[src/rtl/regfile_write_arbiter.sv]
// Single write-port owner for the 8x16 register file: zero-fills r1..r7 after reset,
// then round-robins the port between the ALU (A) and load (B) writeback requesters.
module regfile_write_arbiter #(
    parameter int DATA_WIDTH = 16,
    parameter int ADDR_WIDTH = 3,
    parameter int CNT_WIDTH  = 16
) (
    input  logic                  clk,
    input  logic                  reset,
    input  logic                  stall,
    input  logic                  a_valid,
    input  logic [ADDR_WIDTH-1:0] a_addr,
    input  logic [DATA_WIDTH-1:0] a_data,
    output logic                  a_ready,
    input  logic                  b_valid,
    input  logic [ADDR_WIDTH-1:0] b_addr,
    input  logic [DATA_WIDTH-1:0] b_data,
    output logic                  b_ready,
    output logic                  rf_write,
    output logic [ADDR_WIDTH-1:0] rf_inaddr,
    output logic [DATA_WIDTH-1:0] rf_in,
    output logic                  init_done,
    output logic [CNT_WIDTH-1:0]  wr_count
);

    typedef enum logic {
        ST_INIT,
        ST_RUN
    } state_t;

    state_t                state, state_next;
    logic [ADDR_WIDTH-1:0] fill_cnt;
    logic                  prio;
    logic                  grant_a, grant_b, accept;
    logic [ADDR_WIDTH-1:0] acc_addr;
    logic [DATA_WIDTH-1:0] acc_data;

    always_ff @(posedge clk) begin
        if (reset) state <= ST_INIT;
        else       state <= state_next;
    end

    // prio: 0 favours A, 1 favours B when both requesters are valid
    always_comb begin
        state_next = state;
        grant_a    = 1'b0;
        grant_b    = 1'b0;
        case (state)
            ST_INIT: begin
                if (&fill_cnt) state_next = ST_RUN;
            end
            ST_RUN: begin
                if (!stall) begin
                    if (a_valid && (!b_valid || !prio)) grant_a = 1'b1;
                    else if (b_valid)                   grant_b = 1'b1;
                end
            end
            default: state_next = ST_INIT;
        endcase
    end

    assign a_ready  = grant_a;
    assign b_ready  = grant_b;
    assign accept   = grant_a | grant_b;
    assign acc_addr = grant_a ? a_addr : b_addr;
    assign acc_data = grant_a ? a_data : b_data;

    // r0 writes are accepted but never reach the register file or the counter
    always_ff @(posedge clk) begin
        if (reset) begin
            fill_cnt  <= {{(ADDR_WIDTH-1){1'b0}}, 1'b1};
            prio      <= 1'b0;
            rf_write  <= 1'b0;
            rf_inaddr <= '0;
            rf_in     <= '0;
            init_done <= 1'b0;
            wr_count  <= '0;
        end else if (state == ST_INIT) begin
            rf_write  <= 1'b1;
            rf_inaddr <= fill_cnt;
            rf_in     <= '0;
            fill_cnt  <= fill_cnt + 1'b1;
            if (&fill_cnt) init_done <= 1'b1;
        end else if (accept) begin
            rf_inaddr <= acc_addr;
            rf_in     <= acc_data;
            rf_write  <= (acc_addr != '0);
            if (acc_addr != '0) wr_count <= wr_count + 1'b1;
            prio      <= grant_a;
        end else begin
            rf_write  <= 1'b0;
        end
    end

endmodule

[config.mk]
export PLATFORM = sky130hd
export DESIGN_NAME = regfile_write_arbiter
export DESIGN_NICKNAME = d
export VERILOG_FILES = /design/src/rtl/regfile_write_arbiter.sv
export SDC_FILE = /design/constraint.sdc
export NUM_CORES = 1
export LEC_CHECK = 0
export CAP_MARGIN = 5
export CORE_ASPECT_RATIO = 0.9
export CORE_MARGIN = 2
export CORE_UTILIZATION = 49
export CTS_BUF_LIST = sky130_fd_sc_hd__clkbuf_8
export DETAILED_ROUTE_END_ITERATION = 7
export GPL_TIMING_DRIVEN = 0
export HOLD_SLACK_MARGIN = 0.15
export PLACE_DENSITY_LB_ADDON = 0.15
export SYNTH_ARGS = -nofsm -noshare
export SYNTH_HDL_FRONTEND = slang
export SYNTH_SLANG_ARGS = --single-unit
[constraint.sdc]
create_clock -name clk -period 4.98 [get_ports clk]
set_input_delay 0.747 -clock clk [delete_from_list [all_inputs] [get_ports clk]]
set_output_delay 0.747 -clock clk [all_outputs]
set_load 0.01 [all_outputs]
== Word-level counts from Yosys, hierarchy flattened ==
Cells that the tools add are included.

* Flip-flop bits (word level): 42
* Bits in latches: 0
* Memory bits (writable): 0
* Memory bits (read-only): 0
* Input port bits: 43
* Output and inout bits: 39
* Word-level logic and storage cells: 38
* Memories: 0

* Add/subtract/negate cells: 2
* $mul: 0
* Divide/modulo/power cells: 0
* Magnitude comparators: 0
* Equal/unequal tests: 1
* Shifts and indexed selects: 0
* Mux-type cells: 15
* Bitwise logic cells: 2
* Reductions and logical operators: 10

{| class="wikitable"
|+ Operators with widths
! operator !! number
|-
| $add 16x1->16 const B || 1
|-
| $mux 16 || 1
|-
| $mux 1 || 11
|-
| $mux 3 || 3
|-
| $reduce_and 3->1 || 2
|-
| $reduce_and 4->1 || 1
|-
| $add 3x1->3 const B || 1
|-
| $reduce_bool 3->1 || 1
|-
| $logic_not 1->1 || 2
|-
| $ne 2x1->1 const B || 1
|-
| $reduce_and 2->1 || 1
|-
| $reduce_or 2->1 || 1
|-
| $logic_and 1x1->1 || 1
|-
| $logic_or 1x1->1 || 1
|-
| $not 1->1 || 1
|-
| $or 1x1->1 || 1
|}

== Longest topological paths before layout ==
* Word-level depth: 10
* Mapped depth: 6
* Gate-level depth less buffers: 4

== Worst setup path before layout ==
No wires, ideal clock.

* Path type: input to output
* Start point: input stall
* End point: output a_ready
* Arrival time: 1574 ps
* Required time: 4233 ps
* Path slack: 2659 ps
* Stages on the path: 5
* Path buffers: 2
* Cells stage by stage: and2b_1 buf_6 nand2_1 clkbuf_1 inv_1

* Longest elaborated chain between the ends: 2

{| class="wikitable"
|+ Ends and longest elaborated chain
! what !! line !! RTL
|-
| start: declaration || 10 || <nowiki>input logic stall,</nowiki>
|-
| $mux 1 || 53 || <nowiki>if (!stall) begin</nowiki>
|-
| $mux 1 || 48 || <nowiki>case (state)</nowiki>
|-
| end: declaration || 14 || <nowiki>output logic a_ready,</nowiki>
|}

Every way passes these cells.

== Worst setup path after layout ==
Same ends and word-level chain as after synthesis.

==> results.sh <==
export IMPL_hpwl_um=4350
export IMPL_cts_tree="done"
export IMPL_skew_ps=4.42
export IMPL_worst_hold_startpoint="rf_in[11]"
export IMPL_cp_max_fo=10
export IMPL_min_path_type="flip-flop to flip-flop"
export IMPL_vias=2259
export IMPL_drv_cap=0
export IMPL_multi_input_area_mm2=0.00120
export IMPL_std_cell_rows=23
export IMPL_hold_path_depth=2
export IMPL_finalSetupViolations=0
export IMPL_yosysTopAreaCellShare=0.385
export IMPL_drtIter0Drc=150
export IMPL_rsz0062_at_grt="false"
export IMPL_grt_max_degree=13
export IMPL_fin_area_mm2=0.00318
export IMPL_yosysMostFrequentCell="dfxtp_1"
export IMPL_r2r_end="wr_count[12]"
export IMPL_grt_pass1_wl_um=9560
export IMPL_max_clock_freq_ghz=0.290
export IMPL_synth_top_cells_by_count="42 x dfxtp_1, 35 x nor2_1, 24 x nand3_1, 23 x nand2_1, 17 x nor2b_1"
export IMPL_synth_cells=257
export IMPL_dieArea_mm2=0.00501
export IMPL_antenna_cells=0
export IMPL_hold_buffers=0
export IMPL_gp_congestion=0.834
export IMPL_insertion_delay_ps=290
export IMPL_worstRegToRegCells=5
export IMPL_whs_ps=487
export IMPL_syn_avg_cell_area_um2=8.50
export IMPL_maxSlewHeadroom=0.659
export IMPL_r2r_slack_ps=3090
export IMPL_crit_required_ps=4230
export IMPL_ys_ff_latch=42
export IMPL_power_density_mw_per_mm2=224
export IMPL_post_dp_cell_area_mm2=0.00307
export IMPL_critPathCaptureType="output pin"
export IMPL_wl_per_cell_um=14.4
export IMPL_crit_type="primary input to output pin"
export IMPL_ir_drop_mv=0.152
export IMPL_drive_gt1_frac=0.0954
export IMPL_power_uw=711
export IMPL_htreeDepth=2
export IMPL_finalMaxSlewViolations=0
export IMPL_post_route_period_util=0.692
export IMPL_grt_overflow_total=0
export IMPL_worst_pin_slew_ps=512
export IMPL_root_buffer="clkbuf_8"
export IMPL_io_buffers=81
export IMPL_final_cells=408
export IMPL_initial_core_util=0.499
export IMPL_ys_seq_area_frac=0.385
export IMPL_fin_tns_setup_ps=0
export IMPL_grtUsageTotal=0.244
export IMPL_ios=82
export IMPL_synthArstFlopShare=0
export IMPL_worst_hold_path_endpoint="rf_in[11]"
export IMPL_antenna_found_initial=0
export IMPL_dp_cells=400
export IMPL_netlist_area_mm2=0.00218
export IMPL_hold_violations=0
export IMPL_run_status="completed"
export IMPL_grt_pass1_vias=2135
export IMPL_ant_nets=0
export IMPL_cts_path_max_buffers=2
export IMPL_synth_ff_type="dfxtp_1"
export IMPL_p_leak_uw=0.00110
export IMPL_synth_top_cell_by_area="dfxtp_1"
export IMPL_post_cts_buffers=0
export IMPL_crit_path_start_kind="primary input"
export IMPL_cts_made_buffers=5
export IMPL_fillCellCount=376
export IMPL_clkSinkCount=42
export IMPL_ys_types=35
export IMPL_drt_pass1_iter_count=4
export IMPL_wirelength_um=5890
export IMPL_finalCriticalPeriod_ps=3440
export IMPL_fp_dieH_um=67.3
export IMPL_final_nets=391
export IMPL_core_area_mm2=0.00437
export IMPL_drc=0
export IMPL_synthTopCellsByArea="dfxtp_1 38%, a311oi_1 6.4%, nor2_1 6.0%"
export IMPL_arrival_ps=2700
export IMPL_synth_edf_count=0
export IMPL_seq_area_um2=841
export IMPL_cts_resized_gates=0
export IMPL_die_x_um=74.4
export IMPL_synth_warnings=0
export IMPL_clk_pin_slew_ps=80
export IMPL_r2r_start="wr_count[2]"
export IMPL_vias_per_cell=5.54
export IMPL_syn_to_final_growth_pct=45.5
export IMPL_synth_nets=303
-- registers in the layout (all words and copies together) (netlist names) --
name and count:
rf_inaddr 3, rf_in 16, init_done 1, state 1
fill_cnt 3, rf_write 1, wr_count 16, prio 1
-- cells in the final DEF (no fill, tap or decap), types with 2 or more instances in the layout --
cell type | Yosys | layout
mux2i_1 | 2 | 2
clkbuf_8 | 0 | 5
ha_1 | 3 | 3
clkdlybuf4s50_1 | 0 | 81
nor2_1 | 35 | 35
o31ai_1 | 3 | 3
a21oi_1 | 8 | 8
or4_1 | 3 | 3
mux2_1 | 2 | 2
o21ai_0 | 3 | 3
or3_1 | 2 | 2
nor4b_1 | 2 | 2
nor2b_1 | 17 | 17
clkbuf_1 | 9 | 9
buf_6 | 6 | 6
nand2b_1 | 2 | 2
nand4_1 | 5 | 5
and4_1 | 3 | 3
nand3_1 | 24 | 24
buf_2 | 5 | 5
mux2_2 | 11 | 11
a21o_1 | 3 | 3
a311oi_1 | 16 | 16
inv_1 | 2 | 4
a31oi_1 | 4 | 4
nor4_1 | 11 | 11
buf_1 | 3 | 3
nand2_1 | 23 | 23
dfxtp_1 | 42 | 42
-- report_power, final --
group | total (µW) | switching (µW) | internal (µW)
Clock | 260 | 114 | 146
Sequential | 352 | 6.89 | 345
Combinational | 99.7 | 42.7 | 57.1
Total | 711 | 163 | 548
-- worst max-delay path, stage by stage --
cell and delay (ps):
clkdlybuf4s50_1 470, and2b_1 180, buf_6 130, nand2_1 190, clkbuf_1 410, inv_1 70
clkdlybuf4s50_1 490
-- per-layer routing --
metal / wire length, µm / track usage
met1: 2810 / 0.321
met2: 2630 / 0.405
met3: 383 / 0.0463
met4: 60 / 0.0781
met5: 0 / 0
-- worst max-delay path by stage --
stage,start,endpoint,slack (ps),cells after the start
CTS,stall,a_ready,1530,7
floorplan,stall,a_ready,2660,5
finish,stall,a_ready,1540,7
global placement,stall,a_ready,1540,7
detailed placement,a_valid,a_ready,1550,6
global route,a_valid,a_ready,1420,6
-- area by class of cell --
| class | instances | share of cell area |
|---|---|---|
| Timing Repair Buffer | 81 | 0.255 |
| Buffer | 23 | 0.0433 |
| Clock buffer | 5 | 0.0216 |
| Multi-Input combinational cell | 190 | 0.377 |
| Clock inverter | 3 | 0.0118 |
| Inverter | 2 | 0.00236 |
| Sequential cell | 42 | 0.264 |
| Tap cell | 62 | 0.0244 |
-- per-stage QoR --
stage	worst slack, ps	util
finish	1540	0.727
global route	1420	0.727
CTS	1530	0.727
detailed placement	1550	0.703
global placement	1540	0.703
floorplan	2660	-
-- cells by family after synthesis --
kind of cell	Yosys count	share of synthesized area
buffers and inverters	25	0.0664
adder cells (fa/ha/maj)	3	0.0172
AO/OA/AOI/OAI	41	0.151
AND/OR/NAND/NOR	131	0.305
flip-flops	42	0.385
multiplexers	15	0.0762
No activity file was read; power rests on OpenSTA's default activity.
